`src/rtl/mano_ctrl_pkg.sv`:
```
// mano_ctrl_pkg: shared encodings for the Mano basic-computer control unit.
// Holds the bus-source codes, AC/E operation encodings, opcode indices
// and the IR bit positions used by the register-reference and I/O
// micro-operations.
package mano_ctrl_pkg;

  // Common-bus source select
  localparam logic [2:0] BUS_NONE = 3'd0;
  localparam logic [2:0] BUS_AR   = 3'd1;
  localparam logic [2:0] BUS_PC   = 3'd2;
  localparam logic [2:0] BUS_DR   = 3'd3;
  localparam logic [2:0] BUS_AC   = 3'd4;
  localparam logic [2:0] BUS_IR   = 3'd5;
  localparam logic [2:0] BUS_TR   = 3'd6;
  localparam logic [2:0] BUS_MEM  = 3'd7;

  // AC operation encoding
  typedef enum logic [3:0] {
    AC_HOLD = 4'd0,
    AC_AND  = 4'd1,
    AC_ADD  = 4'd2,
    AC_LDDR = 4'd3,
    AC_INPR = 4'd4,
    AC_CMA  = 4'd5,
    AC_CIR  = 4'd6,
    AC_CIL  = 4'd7,
    AC_CLR  = 4'd8,
    AC_INC  = 4'd9
  } ac_op_e;

  // E flip-flop operation encoding
  typedef enum logic [1:0] {
    E_HOLD  = 2'd0,
    E_CLEAR = 2'd1,
    E_COMP  = 2'd2
  } e_op_e;

  // Run/halt state (the S flip-flop, stored inverted)
  typedef enum logic {
    ST_RUN  = 1'b0,
    ST_HALT = 1'b1
  } run_state_e;

  // Opcode indices into the one-hot D vector
  localparam int unsigned D_AND = 0;
  localparam int unsigned D_ADD = 1;
  localparam int unsigned D_LDA = 2;
  localparam int unsigned D_STA = 3;
  localparam int unsigned D_BUN = 4;
  localparam int unsigned D_BSA = 5;
  localparam int unsigned D_ISZ = 6;
  localparam int unsigned D_IO  = 7;

  // Register-reference micro-op bit positions in IR
  localparam int unsigned RR_CLA = 11;
  localparam int unsigned RR_CLE = 10;
  localparam int unsigned RR_CMA = 9;
  localparam int unsigned RR_CME = 8;
  localparam int unsigned RR_CIR = 7;
  localparam int unsigned RR_CIL = 6;
  localparam int unsigned RR_INC = 5;
  localparam int unsigned RR_SPA = 4;
  localparam int unsigned RR_SNA = 3;
  localparam int unsigned RR_SZA = 2;
  localparam int unsigned RR_SZE = 1;
  localparam int unsigned RR_HLT = 0;

  // I/O micro-op bit positions in IR
  localparam int unsigned IO_INP = 11;
  localparam int unsigned IO_OUT = 10;
  localparam int unsigned IO_SKI = 9;
  localparam int unsigned IO_SKO = 8;
  localparam int unsigned IO_ION = 7;
  localparam int unsigned IO_IOF = 6;

  // 3-to-8 opcode decoder producing the one-hot D vector
  function automatic logic [7:0] decode_opcode(input logic [2:0] op);
    logic [7:0] oh;
    oh     = 8'd0;
    oh[op] = 1'b1;
    return oh;
  endfunction

  // AC operation for a register-reference word; the lowest set
  // AC-affecting bit wins when several are set
  function automatic logic [3:0] rr_ac_op(input logic cla, input logic cma,
                                          input logic cir, input logic cil,
                                          input logic inc);
    logic [3:0] op;
    if (inc) begin
      op = AC_INC;
    end else if (cil) begin
      op = AC_CIL;
    end else if (cir) begin
      op = AC_CIR;
    end else if (cma) begin
      op = AC_CMA;
    end else if (cla) begin
      op = AC_CLR;
    end else begin
      op = AC_HOLD;
    end
    return op;
  endfunction

endpackage

```
`src/rtl/mano_sc_timer.sv`:
```
// mano_sc_timer: 3-bit sequence counter with increment, clear and hold,
// plus a one-hot decode of the current timing step T0..T7.
module mano_sc_timer (
  input  logic       CLK,
  input  logic       RST_N,
  input  logic       inc,
  input  logic       clr,
  output logic [2:0] t,
  output logic [7:0] t_dec
);

  logic [2:0] t_r;

  // Sequence count: clear wins over increment, otherwise hold
  always_ff @(posedge CLK or negedge RST_N) begin
    if (!RST_N) begin
      t_r <= 3'd0;
    end else if (clr) begin
      t_r <= 3'd0;
    end else if (inc) begin
      t_r <= t_r + 3'd1;
    end else begin
      t_r <= t_r;
    end
  end

  // One-hot timing-step decode
  always_comb begin
    t_dec      = 8'd0;
    t_dec[t_r] = 1'b1;
  end

  assign t = t_r;

endmodule

```
`src/rtl/mano_control_unit.sv`:
```
// mano_control_unit: hardwired control unit of the Mano basic computer.
// Owns the sequence counter, the latched one-hot opcode D and the
// indirect bit I, and decodes every datapath strobe for fetch, indirect
// and execute. Defining MANO_INTERRUPT_EN adds the IEN/R flip-flops and
// the interrupt cycle that replaces fetch while R is set.
module mano_control_unit
  import mano_ctrl_pkg::*;
#(
  parameter int AW = 12,
  parameter int DW = 16
) (
  input  logic          CLK,
  input  logic          RST_N,
  input  logic [DW-1:0] IN_IR,
  input  logic          AC_MSB,
  input  logic          AC_ZERO,
  input  logic          DR_ZERO,
  input  logic          E_IN,
  input  logic          FGI,
  input  logic          FGO,
  input  logic          START,
  output logic [2:0]    BUS_SEL,
  output logic          AR_LD,
  output logic          AR_INC,
  output logic          AR_CLR,
  output logic          PC_LD,
  output logic          PC_INC,
  output logic          PC_CLR,
  output logic          DR_LD,
  output logic          DR_INC,
  output logic          IR_LD,
  output logic          TR_LD,
  output logic          OUTR_LD,
  output logic [3:0]    AC_OP,
  output logic [1:0]    E_OP,
  output logic          MEM_RD,
  output logic          MEM_WR,
  output logic          FGI_CLR,
  output logic          FGO_CLR,
  output logic [2:0]    T,
  output logic          HALTED
);

  logic [2:0]    t_s;
  logic [7:0]    td_s;
  logic [7:0]    d_r;
  logic          i_r;
  run_state_e    state_r;
  logic          ien_r;
  logic          r_r;
  logic          active_s;
  logic          sc_clr_s;
  logic          sc_inc_s;
  logic          hlt_s;
  logic          ien_set_s;
  logic          ien_clr_s;
  logic          r_clr_s;
  logic [AW-1:0] b_s;

  // Micro-op field of the instruction word
  assign b_s = IN_IR[AW-1:0];

  // Strobes are only live when out of reset and not halted
  assign active_s = RST_N & (state_r == ST_RUN);
  assign sc_inc_s = (state_r == ST_RUN);

  mano_sc_timer u_sc (
    .CLK   (CLK),
    .RST_N (RST_N),
    .inc   (sc_inc_s),
    .clr   (sc_clr_s),
    .t     (t_s),
    .t_dec (td_s)
  );

  // Control-strobe decode for the current timing step
  always_comb begin
    BUS_SEL   = BUS_NONE;
    AR_LD     = 1'b0;
    AR_INC    = 1'b0;
    AR_CLR    = 1'b0;
    PC_LD     = 1'b0;
    PC_INC    = 1'b0;
    PC_CLR    = 1'b0;
    DR_LD     = 1'b0;
    DR_INC    = 1'b0;
    IR_LD     = 1'b0;
    TR_LD     = 1'b0;
    OUTR_LD   = 1'b0;
    AC_OP     = AC_HOLD;
    E_OP      = E_HOLD;
    MEM_RD    = 1'b0;
    MEM_WR    = 1'b0;
    FGI_CLR   = 1'b0;
    FGO_CLR   = 1'b0;
    sc_clr_s  = 1'b0;
    hlt_s     = 1'b0;
    ien_set_s = 1'b0;
    ien_clr_s = 1'b0;
    r_clr_s   = 1'b0;
    if (!active_s) begin
      sc_clr_s = 1'b0;
    end else begin
      case (1'b1)
        td_s[0]: begin
          if (r_r) begin
            AR_CLR  = 1'b1;
            BUS_SEL = BUS_TR;
            TR_LD   = 1'b1;
          end else begin
            BUS_SEL = BUS_PC;
            AR_LD   = 1'b1;
          end
        end
        td_s[1]: begin
          if (r_r) begin
            BUS_SEL = BUS_TR;
            MEM_WR  = 1'b1;
            PC_CLR  = 1'b1;
          end else begin
            BUS_SEL = BUS_MEM;
            MEM_RD  = 1'b1;
            IR_LD   = 1'b1;
            PC_INC  = 1'b1;
          end
        end
        td_s[2]: begin
          if (r_r) begin
            PC_INC    = 1'b1;
            ien_clr_s = 1'b1;
            r_clr_s   = 1'b1;
            sc_clr_s  = 1'b1;
          end else begin
            BUS_SEL = BUS_IR;
            AR_LD   = 1'b1;
          end
        end
        td_s[3]: begin
          if (d_r[D_IO] && i_r) begin
            AC_OP     = b_s[IO_INP] ? AC_INPR : AC_HOLD;
            FGI_CLR   = b_s[IO_INP];
            BUS_SEL   = b_s[IO_OUT] ? BUS_AC : BUS_NONE;
            OUTR_LD   = b_s[IO_OUT];
            FGO_CLR   = b_s[IO_OUT];
            PC_INC    = (b_s[IO_SKI] & FGI) | (b_s[IO_SKO] & FGO);
            ien_set_s = b_s[IO_ION];
            ien_clr_s = b_s[IO_IOF];
            sc_clr_s  = 1'b1;
          end else if (d_r[D_IO]) begin
            AC_OP    = rr_ac_op(b_s[RR_CLA], b_s[RR_CMA], b_s[RR_CIR],
                                b_s[RR_CIL], b_s[RR_INC]);
            E_OP     = b_s[RR_CME] ? E_COMP : (b_s[RR_CLE] ? E_CLEAR : E_HOLD);
            PC_INC   = (b_s[RR_SPA] & ~AC_MSB) | (b_s[RR_SNA] & AC_MSB) |
                       (b_s[RR_SZA] & AC_ZERO) | (b_s[RR_SZE] & ~E_IN);
            hlt_s    = b_s[RR_HLT];
            sc_clr_s = 1'b1;
          end else if (i_r) begin
            BUS_SEL = BUS_MEM;
            MEM_RD  = 1'b1;
            AR_LD   = 1'b1;
          end else begin
            sc_clr_s = 1'b0;
          end
        end
        td_s[4]: begin
          if (d_r[D_AND] || d_r[D_ADD] || d_r[D_LDA] || d_r[D_ISZ]) begin
            BUS_SEL = BUS_MEM;
            MEM_RD  = 1'b1;
            DR_LD   = 1'b1;
          end else if (d_r[D_STA]) begin
            BUS_SEL  = BUS_AC;
            MEM_WR   = 1'b1;
            sc_clr_s = 1'b1;
          end else if (d_r[D_BUN]) begin
            BUS_SEL  = BUS_AR;
            PC_LD    = 1'b1;
            sc_clr_s = 1'b1;
          end else if (d_r[D_BSA]) begin
            BUS_SEL = BUS_PC;
            MEM_WR  = 1'b1;
            AR_INC  = 1'b1;
          end else begin
            sc_clr_s = 1'b0;
          end
        end
        td_s[5]: begin
          if (d_r[D_AND]) begin
            AC_OP    = AC_AND;
            sc_clr_s = 1'b1;
          end else if (d_r[D_ADD]) begin
            AC_OP    = AC_ADD;
            sc_clr_s = 1'b1;
          end else if (d_r[D_LDA]) begin
            AC_OP    = AC_LDDR;
            sc_clr_s = 1'b1;
          end else if (d_r[D_BSA]) begin
            BUS_SEL  = BUS_AR;
            PC_LD    = 1'b1;
            sc_clr_s = 1'b1;
          end else if (d_r[D_ISZ]) begin
            DR_INC = 1'b1;
          end else begin
            sc_clr_s = 1'b0;
          end
        end
        td_s[6]: begin
          if (d_r[D_ISZ]) begin
            BUS_SEL  = BUS_DR;
            MEM_WR   = 1'b1;
            PC_INC   = DR_ZERO;
            sc_clr_s = 1'b1;
          end else begin
            sc_clr_s = 1'b0;
          end
        end
        default: begin
          // T7 is never reached by a legal instruction; recover to T0
          sc_clr_s = 1'b1;
        end
      endcase
    end
  end

  // Opcode/indirect latch at T2 and the run/halt state
  always_ff @(posedge CLK or negedge RST_N) begin
    if (!RST_N) begin
      d_r     <= 8'd0;
      i_r     <= 1'b0;
      state_r <= ST_RUN;
    end else begin
      if (td_s[2] && !r_r && (state_r == ST_RUN)) begin
        d_r <= decode_opcode(IN_IR[DW-2:DW-4]);
        i_r <= IN_IR[DW-1];
      end
      case (state_r)
        ST_RUN:  if (hlt_s) state_r <= ST_HALT;
        ST_HALT: if (START) state_r <= ST_RUN;
        default: state_r <= ST_HALT;
      endcase
    end
  end

`ifdef MANO_INTERRUPT_EN
  logic r_set_s;

  assign r_set_s = ~td_s[0] & ~td_s[1] & ~td_s[2] & ien_r & (FGI | FGO) &
                   (state_r == ST_RUN);

  // Interrupt enable and pending-interrupt request flip-flops
  always_ff @(posedge CLK or negedge RST_N) begin
    if (!RST_N) begin
      ien_r <= 1'b0;
      r_r   <= 1'b0;
    end else begin
      if (ien_clr_s) begin
        ien_r <= 1'b0;
      end else if (ien_set_s) begin
        ien_r <= 1'b1;
      end
      if (r_clr_s) begin
        r_r <= 1'b0;
      end else if (r_set_s) begin
        r_r <= 1'b1;
      end
    end
  end
`else
  logic int_unused_s;

  assign ien_r        = 1'b0;
  assign r_r          = 1'b0;
  assign int_unused_s = ^{ien_set_s, ien_clr_s, r_clr_s, ien_r};
`endif

  assign T      = t_s;
  assign HALTED = (state_r == ST_HALT);

endmodule

```
`config.mk`:
```
export PLATFORM = sky130hd
export DESIGN_NAME = mano_control_unit
export DESIGN_NICKNAME = d
export VERILOG_FILES = /design/src/rtl/mano_ctrl_pkg.sv /design/src/rtl/mano_sc_timer.sv /design/src/rtl/mano_control_unit.sv
export SDC_FILE = /design/constraint.sdc
export NUM_CORES = 1
export LEC_CHECK = 0
export CAP_MARGIN = 15
export CORE_MARGIN = 5
export CORE_UTILIZATION = 42
export DETAILED_ROUTE_END_ITERATION = 10
export PLACE_DENSITY = 0.8
export SLEW_MARGIN = 20
export SYNTH_ARGS = -nofsm -noshare
export SYNTH_HDL_FRONTEND = slang
export SYNTH_SLANG_ARGS = --single-unit
```
`constraint.sdc`:
```
create_clock -name CLK -period 1.9 [get_ports CLK]
set_input_delay 0.285 -clock CLK [delete_from_list [all_inputs] [get_ports CLK]]
set_output_delay 0.285 -clock CLK [all_outputs]
set_load 0.05 [all_outputs]
```
==> run_results.csv <==
group,metric,value,unit
routing,ant_nets,0,
status,run_status,"finished, violations left",
sta,setup_ws,-0.295,ns
synth,syn_avg_cell_area,7.87,um^2
worst_setup_path,r2r_start,"u_sc.t[0]",
cts,cts_buffers,3,
sta,skew,0.000933,ns
cts,clock-sinks,13,
global_route,antenna_found_initial,0,
sta,finalHoldViolations,0,
synth,synth_top_area_cell,"dfrtp_1",
power_and_ir_drop,p_seq_share,17.9,%
worst_setup_path,startpoint,"u_sc.t[1]",
global_route,grt_max_degree,18,
place,dpl.hpwl,3470,um
worst_setup_path,cp_cell_sequence,"buf_6, nand4b_1, o22ai_1, and3_4, buf_12",
worst_setup_path,required,1.62,ns
synth,synth.area.top_cells,"dfrtp_1 27%, nand2_1 5.8%, buf_6 4.6%, nand2b_1 4.6%, a21oi_1 4.5%",
synth,seq_area_frac_synth,26.7,%
cts,clockBufferDepth,2,
floorplanning,die_height,63.9,um
place,place_congestion,0.860,
worst_setup_path,endpoint_kind,"output port",
power_and_ir_drop,ir_drop,0.00172,V
routing,drtIter0Drc,194,
floorplanning,start_util,43.9,%
synth,async_reset_ff_share,100,%
cells_and_area,final_core_util,90.2,%
sta,min_period_over_period,116,%
cells_and_area,fillers,120,
sta,worstMarginPinSlew,0.610,ns
cells_and_area,fin_nets,269,
synth,yosys.area_share.simple,33.1,%
place,placement.io_buffers,49,
cts,cts_max_level,1,
worst_setup_path,crit_family,"simple AND/OR/NAND/NOR gates",
routing,drcViolationCount,0,
cells_and_area,drive_above_1_share,54.1,%
power_and_ir_drop,power_density,1610,nW/um^2
routing,routedWlPerCell,24.4,um
place,place_area,2170,um^2
global_route,grt_pass1_wl,8050,um
floorplanning,rows,19,
routing,avgViaCountPerCell,6.55,
sta,relSlewSlack,59.0,%
sta,setup_viol,20,
power_and_ir_drop,p_sw,2090,uW
synth,synth_top_family_by_area,"simple AND/OR/NAND/NOR gates",
cells_and_area,diodes,0,
worst_setup_path,timing_worst_setup_path_type,"reg2out",
global_route,grt-ovfl-total,0,
worst_setup_path,path_buf_inv,2,
routing,wl,6650,um
worst_hold_path,hold_path_class,"in2async",
cells_and_area,postLayoutCellArea,2510,um^2
sta,fin_hold_ws,0.213,ns
floorplanning,num_io_pins,53,
status,violations,"negative setup slack",
sta,slew_viol_final,0,
floorplanning,core_area,2780,um^2
power_and_ir_drop,switching_share,51.9,%
synth,synth_cells,155,
power_and_ir_drop,p_leak,0.00104,uW
synth,synth_fa_ha_area_share,1.03,%
routing,drt-pass1-iter-count,5,
worst_setup_path,critPathMaxFanout,6,
routing,num_vias,1787,
power_and_ir_drop,p_comb_share,77.9,%
synth,synth_top_area_share,26.7,%
cts,cts_tree,"yes",
sta,rsz0062_at_grt,"yes",
synth,synth_cell_types,49,
synth,syn_area,1220,um^2
cts,clkSlewWorstSetupHoldPaths,0.07,ns
power_and_ir_drop,power.clock.fraction,4.2,%
power_and_ir_drop,p_int,1940,uW
cells_and_area,area_growth,106,%
global_route,grt_pass1_vias,1622,
worst_setup_path,crit_slowest_cell,"dfrtp_2",
synth,ys_seq_elements,13,
place,post-place-ws,-0.242,ns
floorplanning,fp.dieW,63.9,um
power_and_ir_drop,power.total,4030,uW
synth,synth_edf_count,0,
synth,ys_dominant_reg_cell,"dfrtp_1",
worst_setup_path,arrival,1.91,ns
synth,yosysWarnings,0,
job,max-cap-violations,0,
synth,synth-compound-area-share,24.9,%
worst_setup_path,max_stage_delay,0.49,ns
cts,clk_latency,0.28,ns
sta,fin_crit,2.19,ns
synth,synth_mux_area_share,2.87,%
worst_setup_path,critPathLaunchType,"flop",
floorplanning,design.die.area,4080,um^2
sta,maxClockFrequency,456,MHz
synth,synth_xor_area_share,0.718,%
global_route,grtUsageTotal,24.5,%
cts,clockRootBuffer,"clkbuf_4",
[worst reg2reg max path: cells and delay by family (launching register included)]
family	cells	cell delay, ns
AOI/OAI and AO/OA	2	0.71
buffers and inverters	2	0.33
DFF	1	0.48
and+or+nand+nor	2	0.27
[synth_stat cells, types with 2 or more instances]
cell type and n:
nand2_1 19, dfrtp_1 13, a21oi_1 11, nand2b_1 9, nor2_1 9, o21ai_0 8
nor2b_1 6, buf_6 5, nor3_1 5, buf_4 4, inv_1 4, nand3_1 4
o31ai_1 4, o41ai_1 4, a211oi_1 3, a21o_1 3, and3_1 3, clkbuf_1 3
a22o_1 2, a31oi_1 2, and2_1 2, buf_2 2, mux2i_1 2, o21ai_1 2
or2_2 2
[path summary, 6_finish.rpt]
path	cells past startpoint	endpoint	slack [ns]
max	5	AC_OP[1]	-0.29
min in group CLK	2	d_r[2]	0.61
max in group asynchronous	2	d_r[5]	1.50
min	2	u_sc.t[2]	0.21
min reg2reg	2	d_r[2]	0.61
max reg2reg	6	u_sc.t[1]	-0.03
[state kept, by name, indices dropped and copies added (netlist names)]
| register | flops |
|---|---|
| HALTED | 1 |
| d_r | 8 |
| i_r | 1 |
| u_sc.t | 3 |
[final cells by class]
| type | instances | area [um^2] | area share (%) |
|---|---|---|---|
| repair buffers | 95 | 1050 | 41.9 |
| multi-input cells | 125 | 1040 | 41.4 |
| flip-flops and latches | 13 | 335 | 13.4 |
| well taps | 31 | 38.8 | 1.55 |
| clock buffers | 4 | 26.3 | 1.05 |
| inverters | 5 | 18.8 | 0.748 |
[metal layers]
metal / up-vias / part of all wire [%] / GRT usage, %
met5: - / 0 / 0
met4: 0 / 6.0 / 9.35
met3: 49 / 11 / 5.95
met2: 181 / 49 / 44.2
met1: 832 / 34 / 27.3
li1: 725 / - / -
[per-stage QoR]
step / TNS (ns) / instances
3_5_place_dp: -1.41 / 247
6_report: -3.69 / 273
4_1_cts: -2.16 / 264
5_1_grt: -4.64 / 273
2_1_floorplan: -2.36 / 157
3_3_place_gp: -0.937 / 247
[layout by cell type, fill, tap and decap left out, drive strengths merged, types with 2 or more instances in the layout]
master	instances
buf	71
clkdlybuf4s50	23
nand2	19
dfrtp	13
a21oi	11
o21ai	10
nand2b	9
nor2	9
nor2b	6
inv	5
nor3	5
o31ai	4
nand3	4
o41ai	4
clkbuf	4
and3	3
a21o	3
conb	3
or2	3
a211oi	3
or3	2
nor4b	2
a22o	2
mux2i	2
a31oi	2
and2	2
[kinds of logic after synthesis]
logic type                 after synthesis
DFF                                     13
AOI/OAI and AO/OA                       46
and+or+nand+nor                         71
adders and majority gates                1
muxes                                    3
buffers and inverters                   19
other                                    1
xor gates and xnor gates                 1
[repair_timing]
item,in CTS,in global routing
setup endpoints to repair,18,20
pin swaps,11,13
gates cloned,0,0
hold buffers,0,0
hold endpoints to repair,0,0
setup buffers,13,9
resized for setup,20,25
[power by group through the flow]
stage               combinational, uW  clock (uW)  sequential [uW]
floorplan                        1410           0              664
global placement                 2220           0              623
detailed placement               2310           0              639
CTS                              2560         174              643
global route                     3230         189              734
finish                           3140         171              720
Power figures use the tool's default switching activity.
